[src/rtl/fetch_unit.sv]
// Instruction-fetch stage: owns the PC, addresses imem and queues {pc, instr}
// pairs toward decode through a small valid/ready FIFO, with flush-on-redirect.
module fetch_unit #(
   parameter logic [63:0] RESET_PC = 64'h0,
   parameter int          DEPTH    = 4
) (
   input  logic        clk,
   input  logic        rst_n,
   input  logic        fetch_en,
   input  logic        redirect_valid,
   input  logic [63:0] redirect_pc,
   output logic [63:0] imem_pc,
   input  logic [31:0] imem_instr,
   output logic        out_valid,
   input  logic        out_ready,
   output logic [63:0] out_pc,
   output logic [31:0] out_instr,
   output logic        fetch_fault
);

   localparam int          AW      = $clog2(DEPTH);
   localparam logic [AW:0] DEPTH_C = (AW+1)'(DEPTH);

   logic [63:0]   pc_r;
   logic          fault_r;
   logic [AW-1:0] rd_r;
   logic [AW-1:0] wr_r;
   logic [AW:0]   count_r;
   logic [63:0]   mem_pc_r    [DEPTH];
   logic [31:0]   mem_instr_r [DEPTH];

   logic          empty_s;
   logic          pop_s;
   logic          push_s;

   // Handshake qualification; a full FIFO still accepts a push when the head leaves.
   always_comb begin
      empty_s = 1'b1;
      pop_s   = 1'b0;
      push_s  = 1'b0;
      if (count_r != '0) begin
         empty_s = 1'b0;
      end else begin
         empty_s = 1'b1;
      end
      pop_s  = ~empty_s & out_ready;
      push_s = fetch_en & ~fault_r & ~redirect_valid & ((count_r != DEPTH_C) | pop_s);
   end

   // PC register and misaligned-target fault flag; redirect wins over sequential fetch.
   always_ff @(posedge clk or negedge rst_n) begin
      if (!rst_n) begin
         pc_r    <= RESET_PC;
         fault_r <= 1'b0;
      end else if (redirect_valid) begin
         pc_r    <= redirect_pc;
         fault_r <= (redirect_pc[1:0] != 2'b00);
      end else if (push_s) begin
         pc_r    <= pc_r + 64'd4;
      end
   end

   // FIFO pointers and occupancy; a redirect discards everything, including a same-cycle pop.
   always_ff @(posedge clk or negedge rst_n) begin
      if (!rst_n) begin
         rd_r    <= '0;
         wr_r    <= '0;
         count_r <= '0;
      end else if (redirect_valid) begin
         rd_r    <= '0;
         wr_r    <= '0;
         count_r <= '0;
      end else begin
         if (push_s) begin
            wr_r <= wr_r + AW'(1);
         end
         if (pop_s) begin
            rd_r <= rd_r + AW'(1);
         end
         case ({push_s, pop_s})
            2'b10:   count_r <= count_r + (AW+1)'(1);
            2'b01:   count_r <= count_r - (AW+1)'(1);
            default: count_r <= count_r;
         endcase
      end
   end

   // FIFO storage, written with the PC and the instruction imem returns for it.
   always_ff @(posedge clk or negedge rst_n) begin
      if (!rst_n) begin
         for (int i = 0; i < DEPTH; i++) begin
            mem_pc_r[i]    <= 64'h0;
            mem_instr_r[i] <= 32'h0;
         end
      end else if (push_s) begin
         mem_pc_r[wr_r]    <= pc_r;
         mem_instr_r[wr_r] <= imem_instr;
      end
   end

   // Outputs come only from registers; data reads zero while the FIFO is empty.
   always_comb begin
      imem_pc     = pc_r;
      fetch_fault = fault_r;
      out_valid   = ~empty_s;
      out_pc      = 64'h0;
      out_instr   = 32'h0;
      if (!empty_s) begin
         out_pc    = mem_pc_r[rd_r];
         out_instr = mem_instr_r[rd_r];
      end else begin
         out_pc    = 64'h0;
         out_instr = 32'h0;
      end
   end

endmodule

[config.mk]
export PLATFORM = sky130hd
export DESIGN_NAME = fetch_unit
export DESIGN_NICKNAME = d
export VERILOG_FILES = /design/src/rtl/fetch_unit.sv
export SDC_FILE = /design/constraint.sdc
export NUM_CORES = 1
export LEC_CHECK = 0
export ABC_CLOCK_PERIOD_IN_PS = 4500
export BUFFER_PORTS_ARGS = -buffer_cell sky130_fd_sc_hd__buf_2
export CELL_PAD_IN_SITES_DETAIL_PLACEMENT = 2
export CELL_PAD_IN_SITES_GLOBAL_PLACEMENT = 2
export CORE_MARGIN = 2
export CORE_UTILIZATION = 44
export CTS_CLUSTER_DIAMETER = 150
export DETAILED_ROUTE_END_ITERATION = 10
export PLACE_DENSITY = 0.88
export SLEW_MARGIN = 20
export SYNTH_ARGS = -nofsm -noshare
export SYNTH_HDL_FRONTEND = slang
export SYNTH_SLANG_ARGS = --single-unit
[constraint.sdc]
create_clock -name clk -period 4.5 [get_ports clk]
set_input_delay 1.35 -clock clk [delete_from_list [all_inputs] [get_ports clk]]
set_output_delay 1.35 -clock clk [all_outputs]
set_load 0.02 [all_outputs]
==> summary.md, run 1 <==
| Metric | Value |
|---|---|
| Row count | `81` |
| Critical path required time | `3.15 ns` |
| Min Clock Period, post-route | `4.05 ns` |
| Via/cell ratio | `5.98` |
| Post-Syn Area per Cell | `13.2 µm²` |
| Sequential share of the synthesized area | `52.6%` |
| Horiz. Die Dim | `226 µm` |
| Status | `finished, final reports clean` |
| CP delay by family, top | `flip-flops` |
| # hold bufs at CTS | `0` |
| Psw | `4.52 mW` |
| First-pass GRT wire length | `114000 µm` |
| Max_slew headroom | `36.8%` |
| Core box area | `48800 µm²` |
| Starting Density | `44.4%` |
| CTS sink count | `456` |
| Ys Warns | `0` |
| Final Skew | `0.0273 ns` |
| Post-synth EDFFs | `0` |
| Predominant post-synthesis flop cell | `dfrtp_1` |
| Endpoint class of the critical path | `output pin` |
| CTS tree | `done` |
| First drt pass iteration count | `5` |
| Largest area contributor in the netlist | `dfrtp_1` |
| Combinational power share | `29.3%` |
| Hold WC Path Type | `flop to flop` |
| I/O Pins | `263` |
| Number of global-route vias before repair | `17855` |
| Static Leak | `12.1 nW` |
| Setup-failing EPs final | `0` |
| Power per cell area | `533 nW/µm²` |
| Worst skew pair latency | `0.61 ns` |
| Final wirelength | `73600 µm` |
| Crit Path Class | `flop to output pin` |
| Count of cell types in the netlist | `58` |
| Routed WL per cell | `28.6 µm` |
| Area grow syn2layout | `17.3%` |
| Fin Setup TNS | `0 ns` |
| Largest net degree at the start of global routing | `109` |
| DRC | `0` |
| CP arrival | `2.70 ns` |
| Flops & latches, synth | `456` |
| Overflow after GRT | `0` |
| PostCTS Resize Cnt | `0` |
| Dpl hpwl | `47100 µm` |
| Largest fanout on the critical path | `19` |
| Pint | `9.05 mW` |
| Worst Path Buf+Inv | `2` |
| Register Area | `11400 µm²` |
| Synth top area share | `52.6%` |
| GPL Wtd Cong | `0.792` |
| Die Height | `226 µm` |
| Max-capacitance violation count | `0` |
| Flop pwr share | `39.3%` |
| Overall Global Routing Usage | `29.7%` |
| Fmax | `247 MHz` |
| Syn Std Cell Area | `21700 µm²` |
| Die area | `51100 µm²` |
| Fillers | `4626` |
| Async set or reset register ratio after synthesis | `100%` |
| Initial detailed-routing violation count | `932` |
| Delay of the slowest cell on the worst path | `0.68 ns` |
| Inst Count DP | `2474` |
| Gate Count Post-Synth | `1650` |
| Postcts setup bufs | `0` |
| Share of layout cells above drive strength 1 | `44.6%` |
| Non-Filler Instances | `2570` |
| CTS max path bufs | `3` |
| Post-layout nets | `1972` |
| Fin crit share | `89.9%` |
| Critical path, cell by cell | `buf_4 -> mux4_2 -> and2_1 -> buf_2` |
| Worst slew pin tran | `0.948 ns` |
| RSZ-0062 raised after global routing | `false` |
| Post-synthesis net count | `1757` |
| Port Buffer Count | `262` |
| Clk Tree Root Cell | `clkbuf_16` |
| Area contributors post-synth | `dfrtp_1 (53%), mux2_2 (18%), mux4_2 (10%)` |
| Startpoint types | `flop` |
| Critical path's slowest cell | `dfrtp_4` |
| H-tree depth | `2` |
| Initial antenna violation count | `13` |
| Vias | `15367` |
| Peak supply drop | `0.277 mV` |
| Multi-input combinational cell area | `9630 µm²` |
| Slew Viols, Final | `0` |
| Sw Ratio | `33.3%` |
| Routed Antenna Nets | `0` |
| Clk pwr share | `31.4%` |
| Final hold viol count | `0` |
| Clock transition at path regs | `0.06 ns` |
| CTS Buf Count | `52` |
-- synth_stat cells (8+ instances only) --
master    number
or3_1         12
nor2_1        23
clkbuf_1      61
o21ai_0       59
o311ai_0       9
buf_1          8
nand4_1       34
a31oi_1       11
and2_1       103
nand3_1       52
or4_1         13
a21oi_1       11
dfrtp_1      456
mux4_2        96
nand2_1      123
inv_1         14
and3_1        15
o211ai_1      33
mux2_2       349
buf_2         70
nor4_1         9
-- registers in the layout, summed over array words and instances (netlist names) --
name         flops
count_r          3
mem_instr_r    128
mem_pc_r       256
rd_r             2
wr_r             2
imem_pc         64
fetch_fault      1
-- logic make-up (layout without fill, tap and decap cells) --
| kind of cell | Yosys count | in the layout | synth area share [%] |
|---|---|---|---|
| buf+inv | 160 | 415 | 3.24 |
| other cells | 0 | 1 | 0 |
| flops | 456 | 456 | 52.6 |
| simple gates | 414 | 414 | 10.4 |
| mux | 453 | 453 | 28.5 |
| compound gates | 158 | 158 | 4.81 |
| fa+ha+maj | 6 | 6 | 0.380 |
| xor+xnor | 3 | 3 | 0.121 |
-- area by class of cell --
type | instances | share of cell area, %
clock inverters | 13 | 0.521
well taps | 664 | 3.26
repair buffers | 307 | 7.23
inverters | 14 | 0.206
flip-flops and latches | 456 | 44.8
multi-input cells | 1034 | 37.8
clock buffers | 81 | 6.13
diodes | 1 | 0.00983
-- metal layers --
metal	vias to the layer above	wire length, µm	global-route usage (%)
met5	-	142	0
met4	20	2200	9.53
met3	154	4200	6.49
met2	444	37900	51.9
met1	8238	29100	36.5
li1	6511	-	-
-- final timing paths --
path,from,endpoint,slack (ns),cells after the start
max,rd_r[0],out_pc[38],0.45,4
min,mem_pc_r[117],mem_pc_r[117],0.49,2
max reg2reg,imem_pc[31],imem_pc[48],1.27,5
min reg2reg,mem_pc_r[117],mem_pc_r[117],0.49,2
max in group asynchronous,rst_n,mem_pc_r[13],2.68,2
min in group asynchronous,rst_n,mem_instr_r[82],0.86,1
-- worst min-delay path, delay by kind of cell, from the launching register on --
kind               cells  cell delay (ns)
and+or+nand+nor        1             0.05
AOI/OAI and AO/OA      1             0.06
DFF                    1             0.34
-- power groups by stage --
stage          Clock, mW  Combinational (mW)  Sequential, mW
2_1_floorplan          0                2.66            5.11
3_5_place_dp           0                3.94            5.37
6_report            4.26                3.98            5.34
5_1_grt             4.50                4.26            5.42
4_1_cts             4.34                4.01            5.33
3_3_place_gp           0                3.73            5.27
-- per-stage QoR --
stage | worst slack [ns] | hold WS (ns) | utilization, % | power (mW) | instance area (µm²)
6_report | 0.454 | 0.486 | 52.1 | 13.6 | 25500
3_3_place_gp | 0.737 | 0.456 | 48.6 | 8.99 | 23700
5_1_grt | 0.311 | 0.509 | 52.1 | 14.2 | 25500
2_1_floorplan | 1.29 | 0.445 | - | 7.77 | 21700
4_1_cts | 0.312 | 0.491 | 52.1 | 13.7 | 25400
3_5_place_dp | 0.575 | 0.476 | 48.6 | 9.31 | 23700
-- cell usage in the layout, fill, tap and decap left out, types with 11 or more instances in the layout --
master / instances
mux2_2: 349
clkbuf_1: 15
and2_1: 103
o21ai_0: 59
clkbuf_16: 53
buf_4: 31
and3_1: 15
a21oi_1: 11
dfrtp_1: 454
or4_1: 13
mux4_2: 96
buf_2: 261
or3_1: 11
o211ai_1: 33
buf_12: 13
nand4_1: 34
nor2_1: 22
clkbuf_8: 13
a31oi_1: 11
nand2_1: 119
nand3_1: 52
inv_1: 14
Note: power is estimated with default switching activity, not from simulation.
==> inputs of run 2 (changes only) <==
Settings changed: SETUP_SLACK_MARGIN set to 0.5.
==> run 2 against run 1 <==
Sequential share of layout area about the same. Utilization up 0.056 points. Power up 0.34%. Non-clock buffer count up 1. Via count about the same. Sequential power about the same. Die area unchanged. Largest power group unchanged. Highest routed layer unchanged.
==> summary.md, run 2 (synthesis gave the netlist of run 1 again) <==
| Metric | Value |
|---|---|
| Endpoint class of the critical path | `output pin` |
| I/O Pins | `263 (unchanged)` |
| Non-Filler Instances | `2574 (+0.16%)` |
| Worst slew pin tran | `0.958 ns (+0.0101 ns)` |
| Clock transition at path regs | `0.06 ns (about the same)` |
| Hold depth | `2 (unchanged)` |
| Die Height | `226 µm (unchanged)` |
| Largest net degree at the start of global routing | `109 (unchanged)` |
| Register Area | `11400 µm² (unchanged)` |
| Number of global-route vias before repair | `17888 (+0.18%)` |
| Final wirelength | `74500 µm (+1.2%)` |
| # hold bufs at CTS | `0 (unchanged)` |
| Crit Reg-Reg Endpoint | `imem_pc[48]` |
| First drt pass iteration count | `5 (unchanged)` |
| Max_slew headroom | `36.1% (-0.68 points)` |
| CP arrival | `2.55 ns (-0.15 ns)` |
| Share of layout cells above drive strength 1 | `44.6% (+0.058 points)` |
| Hold endpoint | `mem_pc_r[4]` |
| Fmax | `256 MHz (+3.6%)` |
| Post-DP Area | `23700 µm² (unchanged)` |
| Multi-input combinational cell area | `9640 µm² (+0.12%)` |
| Number of flip-flops in the largest register | `256 (unchanged)` |
| Clk Tree Root Cell | `clkbuf_16` |
| Status | `finished, final reports clean` |
| Fillers | `4630 (+0.086%)` |
| Via/cell ratio | `5.97 (-0.23%)` |
| Final hold viol count | `0 (unchanged)` |
| Fin Setup TNS | `0 ns (unchanged)` |
| Most common cell after layout, fill and taps aside | `dfrtp_1` |
| Horiz. Die Dim | `226 µm (unchanged)` |
| Critical path required time | `3.15 ns (about the same)` |
| Starting Density | `44.4% (unchanged)` |
| Min-delay src | `mem_pc_r[4]` |
| H-tree depth | `2 (unchanged)` |
| First-pass GRT wire length | `114000 µm (+0.39%)` |
| Most frequent cells in the layout | `dfrtp_1 (454), mux2_2 (349), buf_2 (261), nand2_1 (119), and2_1 (103)` |
| Largest Register | `mem_pc_r` |
| DRC | `0 (unchanged)` |
| Initial detailed-routing violation count | `903 (-3.1%)` |
| Final Skew | `0.0293 ns (+0.00199 ns)` |
| R2R setup slack | `1.25 ns (-0.02 ns)` |
| Row count | `81 (unchanged)` |
| Routed WL per cell | `28.9 µm (+1.0%)` |
| Core box area | `48800 µm² (unchanged)` |
| R2R cell count | `5 (unchanged)` |
| RSZ-0062 raised after global routing | `false` |
| Vias | `15355 (-0.078%)` |
| Area grow syn2layout | `17.5%` |
| Max-capacitance violation count | `0 (unchanged)` |
| CTS sink count | `456 (unchanged)` |
| Peak supply drop | `0.329 mV (+19%)` |
| Post-layout nets | `1974 (+0.10%)` |
| CTS max path bufs | `3 (unchanged)` |
| Startpoint types | `flop` |
| Largest fanout on the critical path | `45 (+26)` |
| CTS tree | `done` |
| Slew Viols, Final | `0 (unchanged)` |
| Final instance area | `25500 µm² (+0.11%)` |
| Dpl hpwl | `47100 µm (unchanged)` |
| Crit Path Class | `flop to output pin` |
| Min Clock Period, post-route | `3.90 ns (-0.142 ns)` |
| Port Buffer Count | `262 (unchanged)` |
| Setup-failing EPs final | `0 (unchanged)` |
| Overflow after GRT | `0 (unchanged)` |
| Die area | `51100 µm² (unchanged)` |
| Hold WC Path Type | `flop to flop` |
| Static Leak | `12.1 nW (about the same)` |
| Overall Global Routing Usage | `29.9% (+0.20 points)` |
| Fin crit share | `86.8% (-3.2 points)` |
| Final Power | `13.6 mW (+0.34%)` |
| Core Util, Final | `52.2% (+0.056 points)` |
| Worst skew pair latency | `0.61 ns (about the same)` |
| GPL Wtd Cong | `0.792 (unchanged)` |
| Initial antenna violation count | `12 (-1)` |
| CTS Buf Count | `52 (unchanged)` |
| Power per cell area | `534 nW/µm² (+0.23%)` |
| Worst R2R Start | `imem_pc[31]` |
| Inst Count DP | `2474 (unchanged)` |
| Routed Antenna Nets | `0 (unchanged)` |
-- run 2: changes by cell type in the layout (fill, tap and decap cells not counted), sizes merged --
cell,change
buf,+1
or3,+1
diode,+2
-- run 2: through the flow --
stage | setup WS, ns | hold slack [ns]
after detailed placement | 0.575 | 0.476
after global routing | 0.483 | 0.509
after CTS | 0.501 | 0.491
after global placement | 0.737 | 0.456
after floorplan | 1.29 | 0.445
final | 0.596 | 0.488
-- run 2: worst max-delay path by stage --
| stage | slack (ns) | startpoint | endpoint |
|---|---|---|---|
| 6_report | 0.60 | count_r[0] | out_instr[8] |
| 5_1_grt | 0.48 | count_r[0] | out_instr[8] |
| 4_1_cts | 0.50 | count_r[0] | out_pc[26] |
| 3_5_place_dp | 0.57 | redirect_valid | imem_pc[42] |
| 3_3_place_gp | 0.74 | redirect_valid | imem_pc[42] |
| 2_1_floorplan | 1.29 | rd_r[0] | out_pc[4] |
-- run 2: area by class of cell --
| type | instances | share of cell area (%) |
|---|---|---|
| clock inverter | 13 | 0.520 |
| sequential | 456 | 44.8 |
| tap | 664 | 3.26 |
| timing repair buffer | 308 | 7.27 |
| inverter | 14 | 0.206 |
| clock buffer | 81 | 6.12 |
| antenna | 3 | 0.0294 |
| multi-input combinational | 1035 | 37.8 |
-- run 2: layer usage --
| layer | up-vias | global-route usage [%] | routed length (µm) |
|---|---|---|---|
| li1 | 6522 | - | - |
| met1 | 8242 | 36.7 | 29500 |
| met2 | 425 | 51.9 | 38400 |
| met3 | 148 | 6.62 | 4110 |
| met4 | 18 | 10.5 | 2410 |
| met5 | - | 0 | 121 |
-- run 2: timing repair --
item / 4_1_cts / 5_1_grt
pin swaps: 1 / 0
gates cloned: 1 / 0
setup endpoints to repair: 45 / 1
resized for setup: 1 / 0
buffers inserted: 1 / 1
-- run 2: power breakdown --
group          leakage (nW)  switching [mW]  total (mW)  internal, mW
Clock                 0.834            1.77        4.26          2.49
Combinational          5.22            2.22        4.04          1.82
Sequential             6.03           0.580        5.31          4.73
-- run 2: critical path, stage by stage (launching register included) --
cell     delay [ns]
dfrtp_1        0.55
or3_4          0.68
buf_4          0.33
and2_1         0.18
buf_2          0.19
==> inputs of run 3 (changes only) <==
Settings changed: BUFFER_PORTS_ARGS -buffer_cell sky130_fd_sc_hd__buf_2 to -buffer_cell sky130_fd_sc_hd__buf_4.
==> run 3 against run 2 <==
Critical path depth did not move. Clock power rose by 0.9%. Die area did not move. Combinational power rose by 8.7%. Critical path type unchanged. Largest power group unchanged.
==> summary.md, run 3 (synthesis gave the netlist of run 1 again) <==
| Metric | Value |
|---|---|
| RSZ-0062 raised after global routing | `false` |
| Endpoint class of the critical path | `output pin` |
| First-pass GRT wire length | `120000 µm (+4.9%)` |
| Post-layout nets | `1965 (-0.46%)` |
| Routed Antenna Nets | `0 (unchanged)` |
| Largest net degree at the start of global routing | `77 (-29%)` |
| Fmax | `254 MHz (-1.0%)` |
| Overflow after GRT | `0 (unchanged)` |
| Final wirelength | `78500 µm (+5.4%)` |
| Starting Density | `44.4% (unchanged)` |
| Static Leak | `12.2 nW (+1.0%)` |
| Area grow syn2layout | `20.3%` |
| Routed WL per cell | `30.6 µm (+5.7%)` |
| Dpl hpwl | `46500 µm (-1.3%)` |
| Non-Filler Instances | `2568 (-0.23%)` |
| Share of layout cells above drive strength 1 | `44.6% (about the same)` |
| Overall Global Routing Usage | `31.5% (+1.6 points)` |
| Most frequent cells in the layout | `dfrtp_1 (454), mux2_2 (349), buf_4 (283), nand2_1 (119), and2_1 (103)` |
| Die area | `51100 µm² (unchanged)` |
| Hold WC Path Type | `flop to flop` |
| Port Buffer Count | `262 (unchanged)` |
| Clock transition at path regs | `0.06 ns (about the same)` |
| Fin Setup TNS | `0 ns (unchanged)` |
| Power per cell area | `538 nW/µm² (+0.77%)` |
| Clk Tree Root Cell | `clkbuf_16` |
| Largest fanout on the critical path | `45 (unchanged)` |
| I/O Pins | `263 (unchanged)` |
| CTS Buf Count | `52 (unchanged)` |
| CTS tree | `done` |
| First drt pass iteration count | `5 (unchanged)` |
| Final Skew | `0.0334 ns (+0.00402 ns)` |
| CTS sink count | `456 (unchanged)` |
| Worst skew pair latency | `0.63 ns (+0.02 ns)` |
| Hold slack | `0.481 ns (-0.00781 ns)` |
| Row count | `81 (unchanged)` |
| Via/cell ratio | `6.10 (+2.3%)` |
| Status | `finished, final reports clean` |
| Initial antenna violation count | `2 (-10)` |
| Initial detailed-routing violation count | `1175 (+30%)` |
| Worst slew pin tran | `0.955 ns (-0.00316 ns)` |
| Horiz. Die Dim | `226 µm (unchanged)` |
| Core box area | `48800 µm² (unchanged)` |
| Crit Path Class | `flop to output pin` |
| DRC | `0 (unchanged)` |
| Max_slew headroom | `36.3% (+0.21 points)` |
| Vias | `15672 (+2.1%)` |
| Min Clock Period, post-route | `3.94 ns (+0.0403 ns)` |
| Peak supply drop | `0.301 mV (-8.5%)` |
| Fillers | `4554 (-1.6%)` |
| Max-capacitance violation count | `0 (unchanged)` |
| Number of flip-flops in the largest register | `256 (unchanged)` |
| Final Power | `14.0 mW (+3.2%)` |
| Die Height | `226 µm (unchanged)` |
| Critical path required time | `3.15 ns (about the same)` |
| H-tree depth | `2 (unchanged)` |
| Slew Viols, Final | `0 (unchanged)` |
| Multi-input combinational cell area | `9650 µm² (about the same)` |
| Final hold viol count | `0 (unchanged)` |
| Largest Register | `mem_pc_r` |
| CTS max path bufs | `3 (unchanged)` |
| Startpoint types | `flop` |
| Inst Count DP | `2464 (-0.40%)` |
| GPL Wtd Cong | `0.797 (+0.69%)` |
| Most common cell after layout, fill and taps aside | `dfrtp_1` |
| Setup-failing EPs final | `0 (unchanged)` |
| Register Area | `11400 µm² (unchanged)` |
| R2R cell count | `5 (unchanged)` |
| Hold depth | `2 (unchanged)` |
| CP arrival | `2.59 ns (+0.04 ns)` |
| Fin crit share | `87.7% (+0.90 points)` |
| Number of global-route vias before repair | `18195 (+1.7%)` |
-- run 3: changes by cell type in the layout (fill, tap and decap cells not counted), moves of 2 or more --
cell,previous run,this run
clkinv_2,6,13
buf_2,261,0
inv_6,3,0
clkinv_8,0,3
buf_4,31,283
buf_12,13,15
clkbuf_1,15,13
-- run 3: repair_timing --
action,in CTS,in global routing
gates cloned,1,0
gates resized for setup,1,0
pin swaps,1,0
endpoints found under the setup margin,78,1
setup buffers,2,1
hold buffers,0,0
-- run 3: final timing paths --
path                                    to  slack (ns)     startpoint
min in group asynchronous  mem_instr_r[68]        0.72          rst_n
max                             out_pc[47]        0.56     count_r[0]
max reg2reg                    imem_pc[48]        1.16    imem_pc[11]
max in group asynchronous  mem_instr_r[91]        2.60          rst_n
min                          mem_pc_r[107]        0.48  mem_pc_r[107]
min reg2reg                  mem_pc_r[107]        0.48  mem_pc_r[107]
-- run 3: where the power goes --
| group | total [mW] | leakage, nW | internal (mW) | switching [mW] |
|---|---|---|---|---|
| sequential | 5.36 | 6.03 | 4.73 | 0.626 |
| combinational | 4.39 | 5.32 | 2.10 | 2.29 |
| clock | 4.30 | 0.854 | 2.47 | 1.83 |
-- run 3: area by class of cell --
type                            count  share of cell area (%)
Antenna cell                        2                  0.0192
Clock buffer                       78                    5.86
Clock inverter                     20                   0.728
Inverter                           14                   0.201
Multi-Input combinational cell   1035                    36.9
Sequential cell                   456                    43.7
Tap cell                          664                    3.18
Timing Repair Buffer              299                    9.34
-- run 3: worst max-delay path, cell delays in order, from the launching register on --
cell and delay (ns):
dfrtp_1 0.59, or3_4 0.68, buf_4 0.34, and2_1 0.19, buf_4 0.16
-- run 3: stage by stage --
stage                     setup slack [ns]  area [µm²]  util, %
after floorplan                       1.29       21700        -
after global placement               0.748       24300     49.8
after detailed placement             0.653       24300     49.8
after CTS                            0.511       26100     53.4
after global routing                 0.504       26100     53.4
final                                0.555       26100     53.5
-- run 3: metal layers --
layer / track usage [%] / share of wire (%) / vias up
li1: - / - / 6479
met1: 38.5 / 39 / 8424
met2: 54.2 / 51 / 553
met3: 6.45 / 5.9 / 214
met4: 13.4 / 4.4 / 2
met5: 0 / 0.014 / -
